===== config.mk =====
export PLATFORM = sky130hd
export DESIGN_NAME = hit_resolver_flat
export DESIGN_NICKNAME = d
export VERILOG_FILES = /design/src/rtl/hit_resolver_if.sv /design/src/rtl/hit_resolver.sv /design/src/flat_wrapper.sv
export SDC_FILE = /design/constraint.sdc
export NUM_CORES = 1
export LEC_CHECK = 0
export ABC_AREA = 1
export BUFFER_PORTS_ARGS = -buffer_cell sky130_fd_sc_hd__buf_2
export CAP_MARGIN = 5
export CORE_ASPECT_RATIO = 1.4
export CORE_MARGIN = 5
export CORE_UTILIZATION = 35
export DETAILED_ROUTE_END_ITERATION = 7
export MAX_ROUTING_LAYER = met4
export RECOVER_POWER = 50
export SKIP_LAST_GASP = 1
export SYNTH_ARGS = -nofsm -noshare
export SYNTH_HDL_FRONTEND = slang
export SYNTH_SLANG_ARGS = --single-unit

===== constraint.sdc =====
create_clock -name pixel_Clk -period 2.8 [get_ports pixel_Clk]
set_input_delay 0.28 -clock pixel_Clk [delete_from_list [all_inputs] [get_ports pixel_Clk]]
set_output_delay 0.28 -clock pixel_Clk [all_outputs]
set_load 0.1 [all_outputs]

===== src/rtl/hit_resolver_if.sv =====
// Damage channels from hit_resolver to the two health bars: one valid/ready/amount
// channel per player, carrying damage dealt *to* that player.
interface hit_resolver_if;
  logic       p1_dmg_valid;
  logic [3:0] p1_dmg_amt;
  logic       p1_dmg_ready;
  logic       p2_dmg_valid;
  logic [3:0] p2_dmg_amt;
  logic       p2_dmg_ready;

  modport master (
    output p1_dmg_valid, p1_dmg_amt, p2_dmg_valid, p2_dmg_amt,
    input  p1_dmg_ready, p2_dmg_ready
  );

  modport slave (
    input  p1_dmg_valid, p1_dmg_amt, p2_dmg_valid, p2_dmg_amt,
    output p1_dmg_ready, p2_dmg_ready
  );
endinterface


===== src/rtl/hit_resolver.sv =====
// Frame-rate hit arbitration: folds per-pixel collision flags into one bounded damage
// transaction per player per frame. Define BLOCK_CHIP_DMG_EN to make blocked hits deal raw>>2.
module hit_resolver #(
  parameter logic [3:0] PUNCH_DMG       = 4'd2,
  parameter logic [3:0] KICK_DMG        = 4'd3,
  parameter logic [3:0] BALL_DMG        = 4'd5,
  parameter logic [3:0] COOLDOWN_FRAMES = 4'd8
) (
  input  logic           pixel_Clk,
  input  logic           Reset,
  input  logic           frame_tick,
  input  logic           collision,
  input  logic           ballcollision,
  input  logic           ballcollision2,
  input  logic           punch,
  input  logic           kick,
  input  logic           punch2,
  input  logic           kick2,
  input  logic           block,
  input  logic           block2,
  input  logic           start,
  input  logic           gameover,
  input  logic           gameover2,
  hit_resolver_if.master dmg
);

  typedef enum logic {IDLE = 1'b0, PEND = 1'b1} chan_state_t;

  chan_state_t st1, st2;
  logic [3:0]  amt1, amt2;
  logic [3:0]  cool1, cool2;
  logic        armed1, armed2;
  logic        atk1_q, atk2_q;
  logic        coll_s, ball1_s, ball2_s;

  logic        enable, atk1, atk2;
  logic        coll_e, ball1_e, ball2_e;
  logic        melee1, melee2;
  logic [3:0]  new_dmg1, new_dmg2;

  function automatic logic [3:0] sat_add(input logic [3:0] a, input logic [3:0] b);
    logic [4:0] s;
    s = {1'b0, a} + {1'b0, b};
    return s[4] ? 4'hF : s[3:0];
  endfunction

  function automatic logic [3:0] blk_adj(input logic [3:0] raw, input logic blocked);
`ifdef BLOCK_CHIP_DMG_EN
    return blocked ? (raw >> 2) : raw;
`else
    return blocked ? 4'd0 : raw;
`endif
  endfunction

  // Flags present in the frame_tick cycle itself still count toward the closing frame.
  always_comb begin
    enable   = start & ~gameover & ~gameover2;
    atk1     = punch | kick;
    atk2     = punch2 | kick2;
    coll_e   = enable & (coll_s | collision);
    ball1_e  = enable & (ball1_s | ballcollision);
    ball2_e  = enable & (ball2_s | ballcollision2);
    melee1   = frame_tick & coll_e & armed1 & (cool1 == '0);
    melee2   = frame_tick & coll_e & armed2 & (cool2 == '0);
    new_dmg1 = '0;
    new_dmg2 = '0;
    if (frame_tick) begin
      new_dmg2 = sat_add(melee1  ? blk_adj(kick ? KICK_DMG : PUNCH_DMG, block2) : 4'd0,
                         ball1_e ? blk_adj(BALL_DMG, block2) : 4'd0);
      new_dmg1 = sat_add(melee2  ? blk_adj(kick2 ? KICK_DMG : PUNCH_DMG, block) : 4'd0,
                         ball2_e ? blk_adj(BALL_DMG, block) : 4'd0);
    end
  end

  always_ff @(posedge pixel_Clk) begin
    if (Reset) begin
      st1     <= IDLE;
      st2     <= IDLE;
      amt1    <= '0;
      amt2    <= '0;
      cool1   <= '0;
      cool2   <= '0;
      armed1  <= 1'b0;
      armed2  <= 1'b0;
      atk1_q  <= 1'b0;
      atk2_q  <= 1'b0;
      coll_s  <= 1'b0;
      ball1_s <= 1'b0;
      ball2_s <= 1'b0;
    end else begin
      atk1_q  <= atk1;
      atk2_q  <= atk2;
      coll_s  <= enable & ~frame_tick & (coll_s | collision);
      ball1_s <= enable & ~frame_tick & (ball1_s | ballcollision);
      ball2_s <= enable & ~frame_tick & (ball2_s | ballcollision2);

      // Arms only on a rising attack edge; a held attack stays armed until it lands.
      armed1 <= enable & atk1 & ~melee1 & (armed1 | ~atk1_q);
      armed2 <= enable & atk2 & ~melee2 & (armed2 | ~atk2_q);

      if (melee1)                      cool1 <= COOLDOWN_FRAMES;
      else if (frame_tick && cool1 != '0) cool1 <= cool1 - 4'd1;
      if (melee2)                      cool2 <= COOLDOWN_FRAMES;
      else if (frame_tick && cool2 != '0) cool2 <= cool2 - 4'd1;

      // new_dmg is zero off frame_tick, so an accept without a tick simply drains.
      case (st1)
        IDLE: if (new_dmg1 != '0) begin
          st1  <= PEND;
          amt1 <= new_dmg1;
        end
        PEND: if (dmg.p1_dmg_ready) begin
          if (new_dmg1 != '0) amt1 <= new_dmg1;
          else begin
            st1  <= IDLE;
            amt1 <= '0;
          end
        end else begin
          amt1 <= sat_add(amt1, new_dmg1);
        end
      endcase

      case (st2)
        IDLE: if (new_dmg2 != '0) begin
          st2  <= PEND;
          amt2 <= new_dmg2;
        end
        PEND: if (dmg.p2_dmg_ready) begin
          if (new_dmg2 != '0) amt2 <= new_dmg2;
          else begin
            st2  <= IDLE;
            amt2 <= '0;
          end
        end else begin
          amt2 <= sat_add(amt2, new_dmg2);
        end
      endcase
    end
  end

  assign dmg.p1_dmg_valid = (st1 == PEND);
  assign dmg.p1_dmg_amt   = amt1;
  assign dmg.p2_dmg_valid = (st2 == PEND);
  assign dmg.p2_dmg_amt   = amt2;

endmodule


===== src/flat_wrapper.sv =====
// flat-port wrapper written by rule: the top's interface ports become plain ports
module hit_resolver_flat 
#(
  parameter logic [3:0] PUNCH_DMG       = 4'd2,
  parameter logic [3:0] KICK_DMG        = 4'd3,
  parameter logic [3:0] BALL_DMG        = 4'd5,
  parameter logic [3:0] COOLDOWN_FRAMES = 4'd8
)
  (pixel_Clk, Reset, frame_tick, collision, ballcollision, ballcollision2, punch, kick, punch2, kick2, block, block2, start, gameover, gameover2, dmg_p1_dmg_valid, dmg_p1_dmg_amt, dmg_p2_dmg_valid, dmg_p2_dmg_amt, dmg_p1_dmg_ready, dmg_p2_dmg_ready);
  hit_resolver_if dmg_i ();
  input  logic pixel_Clk;
  input  logic Reset;
  input  logic frame_tick;
  input  logic collision;
  input  logic ballcollision;
  input  logic ballcollision2;
  input  logic punch;
  input  logic kick;
  input  logic punch2;
  input  logic kick2;
  input  logic block;
  input  logic block2;
  input  logic start;
  input  logic gameover;
  input  logic gameover2;
  output wire logic [$bits(dmg_i.p1_dmg_valid)-1:0] dmg_p1_dmg_valid;
  output wire logic [$bits(dmg_i.p1_dmg_amt)-1:0] dmg_p1_dmg_amt;
  output wire logic [$bits(dmg_i.p2_dmg_valid)-1:0] dmg_p2_dmg_valid;
  output wire logic [$bits(dmg_i.p2_dmg_amt)-1:0] dmg_p2_dmg_amt;
  input wire logic [$bits(dmg_i.p1_dmg_ready)-1:0] dmg_p1_dmg_ready;
  input wire logic [$bits(dmg_i.p2_dmg_ready)-1:0] dmg_p2_dmg_ready;
  assign dmg_p1_dmg_valid = dmg_i.p1_dmg_valid;
  assign dmg_p1_dmg_amt = dmg_i.p1_dmg_amt;
  assign dmg_p2_dmg_valid = dmg_i.p2_dmg_valid;
  assign dmg_p2_dmg_amt = dmg_i.p2_dmg_amt;
  assign dmg_i.p1_dmg_ready = dmg_p1_dmg_ready;
  assign dmg_i.p2_dmg_ready = dmg_p2_dmg_ready;
  hit_resolver #(.PUNCH_DMG(PUNCH_DMG), .KICK_DMG(KICK_DMG), .BALL_DMG(BALL_DMG), .COOLDOWN_FRAMES(COOLDOWN_FRAMES)) u_core (.pixel_Clk(pixel_Clk), .Reset(Reset), .frame_tick(frame_tick), .collision(collision), .ballcollision(ballcollision), .ballcollision2(ballcollision2), .punch(punch), .kick(kick), .punch2(punch2), .kick2(kick2), .block(block), .block2(block2), .start(start), .gameover(gameover), .gameover2(gameover2), .dmg(dmg_i));
endmodule

==> results list, run 1 <==
* Number of buffers added to fix hold violations after cts: 0
- Dividing the detail-routed via count by the number of cells gives 4.55.
- The clock net in this run drives a total of 25 sinks.
* Via count of the first global-routing pass: 1,504
* Chain of cells forming the critical path: inv_2 -> ha_4 -> nand2_4 -> nor2_4 -> nand2_2 -> nor3_2 -> ha_2 -> ha_4 -> nand4_1 -> nand3_2 -> inv_2 -> ha_4 -> inv_1 -> o21ai_1 -> nand2_1 -> nand2_2 -> inv_2 -> nand2_1 -> o21ai_0 -> a21oi_1
- The number of nets handed over by synthesis was 280.
- The endpoint identified for the worst register-to-register timing path is u_core.dmg.p1_dmg_amt[1].
- STA classifies the critical path startpoint as a register.
- Post-placement worst setup slack: -0.0880 ns
* Antenna Violating Nets Remaining: 0
* Initial DRT Pass Iterations: 4
* Final setup viols: 0
- For the pin with the worst max-slew slack, the measured transition is 0.489 ns.
- Class of the tightest hold or removal check: primary input to register
* Syn-to-layout area delta: 21.8%
* Crit end category: register
- VDD sags by at most 0.212 mV.
- Post-layout net count: 313
- Largest buffer count on any clock path: 2
* Max FO, Critical Path: 4
- Setup slack of the most critical reg-to-reg path: 0.22 ns
- Horiz. Die Dim: 68.3 um
* HPWL after detailed placement: 2.95 mm
* Routability Congestion: 0.819
- For this configuration, the core starts out at a cell density of 36.5%.
- Clk Latency, worst-skew pair: 0.27 ns
* Number of core rows: 29
- Slowest-stage cell, CP: sky130_fd_sc_hd__dfxtp_2
* Sequential fraction of the synthesis area: 30.0%
- Antenna violations before repair: 0
- Cell family with most CP delay: simple AND/OR/NAND/NOR gates
* Clock Root Buffer: sky130_fd_sc_hd__clkbuf_8
- I/O Pins: 27
- Counting both buffers and inverters, the worst setup path holds a total of 4.
- R2r startpoint: u_core.cool2[0]
- For this run, the share of the core covered by cells in the final layout is 44.4%.
* Worst setup margin: 0.224 ns
- Summing over every cut layer, the via total after detailed routing is 1,543.
- 0 antenna diodes ended up in the layout.
- Fmax: 388 MHz
- For this run, design rule violations remaining after detail routing come to 0.
- Die area: 0.00627 mm^2
- Total Wirelength: 3.71 mm
- Max-cap violations: 0
- The die is 91.7 um tall.
- GRT overflow: 0
* Fin Clk Skew: 0.00298 ns
- Share of cells above drive strength 1: 22.4%
- After layout, the worst path uses 92.0% of the clock period.
* Post-synthesis register bit count: 25
* Netlist cell types: 24
- Core area: 0.00457 mm^2
- The first global-routing pass estimated 6.48 mm of wire.
- Final Max Tran Viols: 0
* Clock tree from TritonCTS: built
* Peak per-stage delay on the critical path: 0.34 ns
- The startpoint identified for the worst hold timing path is punch2.
- Outcome: complete, no violations
- Avg Cell Area, Syn: 6.81 um^2
- The worst setup path is of the register to register kind.
- Data arrives at the worst endpoint at 2.78 ns.
- Entering global routing, the biggest net connects 16 pins.
- Mapped Cells: 245
- Post-layout min period: 2.58 ns
- WHS Path Cells: 3
- The worst register-to-register path has a depth of 20.
- The analysis attributes to cell leakage a power of 0.00101 uW.
- Headroom to the max-slew limit came out at 67.6%.
* Buffers added on ports: 26
- The Yosys step of the flow raised 0 warnings.
- Data on the critical path is required at its endpoint by 3.01 ns.
- Number of DRC markers in iteration 0: 62
* Sink of the worst hold path: u_core.atk2_q
* Cell Pwr Density: 574 mW/mm^2
* Final hold violation count: 0
- DR WL/cell: 10.9 um
- Clock transition at path regs: 0.09 ns
- CTS built an H-tree with a depth of 1.
- After filler insertion, the fill cell instance count of the layout stands at 503.
* Clock buffer count from CTS: 3
* Global router's overall resource usage: 13.4%
- In this run the cell area of the synthesized design comes to 0.00167 mm^2.
==> worst register-to-register path, stage by stage (launching register included) <==
cell	delay [ns]
sky130_fd_sc_hd__dfxtp_2	0.34
sky130_fd_sc_hd__inv_2	0.08
sky130_fd_sc_hd__ha_4	0.15
sky130_fd_sc_hd__nand2_4	0.07
sky130_fd_sc_hd__nor2_4	0.12
sky130_fd_sc_hd__nand2_2	0.07
sky130_fd_sc_hd__nor3_2	0.17
sky130_fd_sc_hd__ha_2	0.23
sky130_fd_sc_hd__ha_4	0.13
sky130_fd_sc_hd__nand4_1	0.10
sky130_fd_sc_hd__nand3_2	0.11
sky130_fd_sc_hd__inv_2	0.05
sky130_fd_sc_hd__ha_4	0.28
sky130_fd_sc_hd__inv_1	0.04
sky130_fd_sc_hd__o21ai_1	0.13
sky130_fd_sc_hd__nand2_1	0.08
sky130_fd_sc_hd__nand2_2	0.08
sky130_fd_sc_hd__inv_2	0.05
sky130_fd_sc_hd__nand2_1	0.04
sky130_fd_sc_hd__o21ai_0	0.07
sky130_fd_sc_hd__a21oi_1	0.13
==> per-layer routing <==
| metal | share of wire (%) | global-route usage (%) | vias up | wire, um |
|---|---|---|---|---|
| met4 | 1.2 | 4.48 | 0 | 46 |
| met3 | 2.9 | 1.47 | 4 | 106 |
| met1 | 47 | 16.9 | 683 | 1760 |
| li1 | - | - | 836 | - |
| met2 | 48 | 21.6 | 20 | 1790 |
| met5 | 0 | - | - | 0 |
==> through the flow <==
step	cell area, um^2	hold slack, ns	setup TNS (ns)	total power (uW)	std cells
final	2030	0.268	0	1170	339
after global routing	2030	0.294	-0.0129	1270	339
after CTS	1950	0.248	0	1080	337
after detailed placement	1880	0.459	-0.215	852	333
after global placement	1880	0.455	-0.138	841	333
after floorplan	1670	0.342	0	769	245
==> cells in the final DEF (no fill, tap or decap), types with 4 or more instances in the layout <==
| cell type | n |
|---|---|
| sky130_fd_sc_hd__o21ai_0 | 9 |
| sky130_fd_sc_hd__inv_1 | 48 |
| sky130_fd_sc_hd__buf_2 | 23 |
| sky130_fd_sc_hd__nand2_1 | 44 |
| sky130_fd_sc_hd__ha_4 | 4 |
| sky130_fd_sc_hd__dfxtp_1 | 22 |
| sky130_fd_sc_hd__nand3_1 | 17 |
| sky130_fd_sc_hd__nand4_1 | 6 |
| sky130_fd_sc_hd__clkbuf_1 | 5 |
| sky130_fd_sc_hd__a21oi_1 | 17 |
| sky130_fd_sc_hd__nor2_1 | 22 |
| sky130_fd_sc_hd__nor2_4 | 4 |
| sky130_fd_sc_hd__inv_2 | 4 |
| sky130_fd_sc_hd__buf_4 | 4 |
| sky130_fd_sc_hd__ha_1 | 10 |
==> worst max-delay path by stage <==
stage | depth (start not counted) | endpoint | startpoint
after detailed placement | 20 | u_core.dmg.p1_dmg_amt[3] | u_core.cool2[0]
final | 20 | u_core.dmg.p1_dmg_amt[1] | u_core.cool2[0]
after global routing | 20 | u_core.dmg.p1_dmg_amt[1] | u_core.cool2[1]
after CTS | 20 | u_core.dmg.p1_dmg_amt[3] | u_core.cool2[0]
after global placement | 20 | u_core.dmg.p1_dmg_amt[1] | u_core.cool2[0]
after floorplan | 20 | u_core.dmg.p1_dmg_amt[3] | u_core.cool2[0]
==> registers in the layout, indices dropped and copies added, names as in the netlist <==
signal,count
u_core.dmg.p2_dmg_valid,1
u_core.ball1_s,1
u_core.atk2_q,1
u_core.dmg.p2_dmg_amt,4
u_core.armed2,1
u_core.cool1,4
u_core.atk1_q,1
u_core.armed1,1
u_core.coll_s,1
u_core.dmg.p1_dmg_valid,1
u_core.cool2,4
u_core.ball2_s,1
u_core.dmg.p1_dmg_amt,4
==> layout make-up <==
class | instances | area, um^2 | area share [%]
multi-input cells | 165 | 1050 | 51.7
clock buffers | 4 | 45.0 | 2.22
flip-flops and latches | 25 | 504 | 24.8
well taps | 62 | 77.6 | 3.82
repair buffers | 31 | 160 | 7.88
inverters | 52 | 195 | 9.61
==> kinds of logic (layout without fill, tap and decap cells) <==
family | after synthesis | after routing | share of synthesized area [%]
AND/OR/NAND/NOR | 110 | 110 | 30.2
buffers and inverters | 55 | 87 | 12.8
XOR/XNOR | 5 | 5 | 2.63
adder cells (fa/ha/maj) | 18 | 18 | 14.4
flip-flops | 25 | 25 | 30.0
AO/OA/AOI/OAI | 32 | 32 | 10.1
==> where the power goes <==
part           internal, uW  leakage, uW  switching (uW)
clock                   102    0.0000228             114
combinational           209     0.000781             279
sequential              418     0.000205            44.4
==> cells in the mapped netlist (all sizes together) <==
cell / instances / share of area, %
a21oi: 18 / 5.6
a31oi: 1 / 0.38
and3: 1 / 0.38
buf: 3 / 1.1
dfxtp: 25 / 30
fa: 2 / 2.4
ha: 16 / 12
inv: 52 / 12
nand2: 48 / 11
nand3: 18 / 5.4
nand3b: 2 / 0.90
nand4: 6 / 2.3
nor2: 28 / 7.8
nor3: 4 / 1.2
o21ai: 11 / 3.3
o22ai: 2 / 0.75
or2: 3 / 1.1
xnor2: 3 / 1.6
xor2: 2 / 1.1
==> timing repair <==
item / in CTS / in global routing
pin swaps: 0 / 9
setup endpoints to repair: 4 / 8
resized for setup: 5 / 23
setup buffers: 0 / 2
(Power assumes the default switching activity.)
==> run 2, diff against run 1 <==
- CORE_UTILIZATION: 35 -> 56
- PLACE_DENSITY: default -> 0.79
==> run 2 against run 1 <==
Sequential power about the same. Critical path depth down 2. Combinational power down 2%. Final cell count down 6.8%. Wire length down 1.4%. Power down 1.1%. Global-route usage up 5.3 points. Sequential share of layout area up 0.11 points. Register-to-register slack worse by 0.07 ns. First-iteration DRC count down 9.7%. Clock skew down 0.0021 ns. Critical endpoint is now u_core.dmg.p1_dmg_amt[3].
==> results list, run 2 (same netlist as run 1, synthesis figures left out) <==
* Outcome: complete, no violations
- For the pin with the worst max-slew slack, the measured transition is 0.487 ns.
* Clock buffer count from CTS: 3
- In this run the number of H-tree levels came out at 1.
* Critical path data arrival time: 2.79 ns
- Total Wirelength: 3.65 mm
- Peak per-stage delay on the critical path: 0.34 ns
* Worst setup margin: 0.155 ns
- The clock net in this run drives a total of 25 sinks.
- Chain of cells forming the critical path: inv_2 -> ha_4 -> nand2_4 -> nor2_4 -> nand2_2 -> nor3_2 -> ha_2 -> ha_4 -> nand4_1 -> nand3_2 -> inv_2 -> ha_4 -> buf_4 -> a21oi_1 -> a21oi_1 -> nand3b_1 -> nand2_1 -> a21oi_2
- Routability Congestion: 0.993
- Count of filler cells inserted in the layout: 258
- Number of design rule violations left after detail routing: 0
- GRT overflow: 0
- Syn-to-layout area delta: 21.0%
- Buffers added on ports: 26
- The placed instances occupy a cell area of 0.00186 mm^2.
* Most frequent cells in the layout: sky130_fd_sc_hd__inv_1, sky130_fd_sc_hd__nand2_1, sky130_fd_sc_hd__buf_2, sky130_fd_sc_hd__dfxtp_1, sky130_fd_sc_hd__nor2_1
- Lkg Pwr: 0.00101 uW
* Summed area of non-filler cells in the final layout: 0.00202 mm^2
- Seq. cell area: 503 um^2
* Fin Clk Skew: 0.000840 ns
- Class of the tightest hold or removal check: primary input to register
- In the final layout, the share of cells above drive strength 1 is 23.7%.
- The worst setup path is of the register to register kind.
- The cell family contributing the most delay on the critical path is simple AND/OR/NAND/NOR gates.
- Summing over every cut layer, the via total after detailed routing is 1,600.
* Number of core rows: 23
* Largest buffer count on any clock path: 2
- Reported net switching power: 435 uW
* RSZ-0062 raised after global routing: no
* Via-to-Cell Ratio: 5.06
* Max FO, Critical Path: 4
- STA classifies the critical path startpoint as a register.
* Accumulated negative setup slack: 0 ns
- The count of cells in the finished layout, fillers not included, comes to 316.
- Final critical-path share of the clock period: 94.5%
- Number of instances in the placed design: 309
- The first global-routing pass estimated 6.17 mm of wire.
- Summing internal, switching and leakage power gives 1150 uW.
* Starting utilization of the core area: 58.0%
* Initial DRT Pass Iterations: 4
- For this run, the post-layout net count is 315.
* Multi-input combinational cell area: 0.00105 mm^2
- Headroom to the max-slew limit: 67.8%
* Die boundary height: 74.6 um
- The floorplan step defined a core boundary enclosing 0.00288 mm^2.
- Global router's overall resource usage: 18.6%
- Clock Root Buffer: sky130_fd_sc_hd__clkbuf_8
* Number of DRC markers in iteration 0: 56
* Sum of buffers and inverters on the critical path: 3
* Crit end category: register
- Per report_power, the sequential group accounts for 39.9% of the total.
* Number of buffers added to fix hold violations after cts: 0
* Final Max Tran Viols: 0
- Required time at the worst-slack endpoint: 2.95 ns
- Cell Pwr Density: 572 mW/mm^2
- For this run, the top clock speed supported by timing is 378 MHz.
- Clock tree from TritonCTS: built
- Across the VDD grid, the largest voltage drop is 0.337 mV.
- Leading cell type in the layout, fill and taps excluded: sky130_fd_sc_hd__inv_1
* Final hold violation count: 0
- The number of antenna violations at the first check in global routing came to 0.
- Switching share of total power: 37.7%
- The die covers 0.00419 mm^2.
- Combinational cell fraction of total power: 41.4%
- The die is 56.1 um wide.
* Post-placement worst setup slack: -0.0562 ns
- Clk Latency, worst-skew pair: 0.26 ns
* Part of the total power dissipated in the clock network: 18.7%
- Via count of the first global-routing pass: 1,441
- Cell with the most instances on the worst path: sky130_fd_sc_hd__ha_4
- Once detail routing completed, the nets flagged for antenna violations numbered 0.
- After detailed routing, the average wire length per cell comes to 11.6 um.
* HPWL after detailed placement: 2.85 mm
* I/O Pins: 27
- Pin count of the biggest net entering global routing: 16
* Total internal power: 719 uW
* Clock transition at path regs: 0.09 ns
- Final setup viols: 0
- Max-cap violations: 0
- Among all stages on the critical path, the largest delay is contributed by sky130_fd_sc_hd__dfxtp_2.
- After layout, the minimum clock period comes to 2.65 ns.
- Antenna Cells: 0
## run 2: changes by cell type in the layout (fill, tap and decap cells not counted)
cell,change
sky130_fd_sc_hd__inv_1,-1
sky130_fd_sc_hd__inv_2,+1
sky130_fd_sc_hd__ha_2,+2
sky130_fd_sc_hd__dfxtp_2,-1
sky130_fd_sc_hd__dfxtp_1,+1
sky130_fd_sc_hd__ha_1,-2
sky130_fd_sc_hd__fa_2,-1
sky130_fd_sc_hd__clkbuf_1,-1
sky130_fd_sc_hd__fa_1,+1
sky130_fd_sc_hd__buf_2,+1
sky130_fd_sc_hd__buf_4,+2
## run 2: final cells by class
| class | instances | share of cell area, % |
|---|---|---|
| Inverter | 52 | 9.67 |
| Tap cell | 37 | 2.29 |
| Timing Repair Buffer | 33 | 8.74 |
| Clock buffer | 4 | 2.23 |
| Sequential cell | 25 | 24.9 |
| Multi-Input combinational cell | 165 | 52.1 |
## run 2: worst paths after layout
| check | startpoint | cells after the start | slack (ns) | to |
|---|---|---|---|---|
| max | u_core.cool2[0] | 18 | 0.15 | u_core.dmg.p1_dmg_amt[3] |
| min | punch | 3 | 0.27 | u_core.atk1_q |
| min reg2reg | u_core.cool1[0] | 2 | 0.48 | u_core.cool1[0] |
| max reg2reg | u_core.cool2[0] | 18 | 0.15 | u_core.dmg.p1_dmg_amt[3] |
## run 2: power groups by stage
stage	registers, uW	clock network, uW	logic [uW]
finish	460	216	478
global route	465	235	555
CTS	454	219	395
detailed placement	461	0	389
global placement	460	0	379
floorplan	485	0	284
## run 2: worst min-delay path: cells and delay by family
| family | cells | cell delay, ns |
|---|---|---|
| buf+inv | 1 | 0.07 |
| simple gates | 2 | 0.14 |
## run 2: what timing repair did
item,in CTS,in global routing
pin swaps,0,9
setup buffers,0,3
setup endpoints to repair,3,8
resized for setup,4,25
## run 2: per-stage QoR
stage	utilization, %	hold WS, ns
detailed placement	64.5	0.469
CTS	66.9	0.276
finish	70.1	0.272
floorplan	-	0.342
global placement	64.5	0.455
global route	70.1	0.284
## run 2: per-layer routing
| metal | part of all wire [%] | GRT usage, % | vias to the layer above |
|---|---|---|---|
| met1 | 45 | 21.7 | 730 |
| met2 | 50 | 33.7 | 25 |
| li1 | - | - | 840 |
| met3 | 3.5 | 3.13 | 5 |
| met5 | 0 | - | - |
| met4 | 0.90 | 3.96 | 0 |
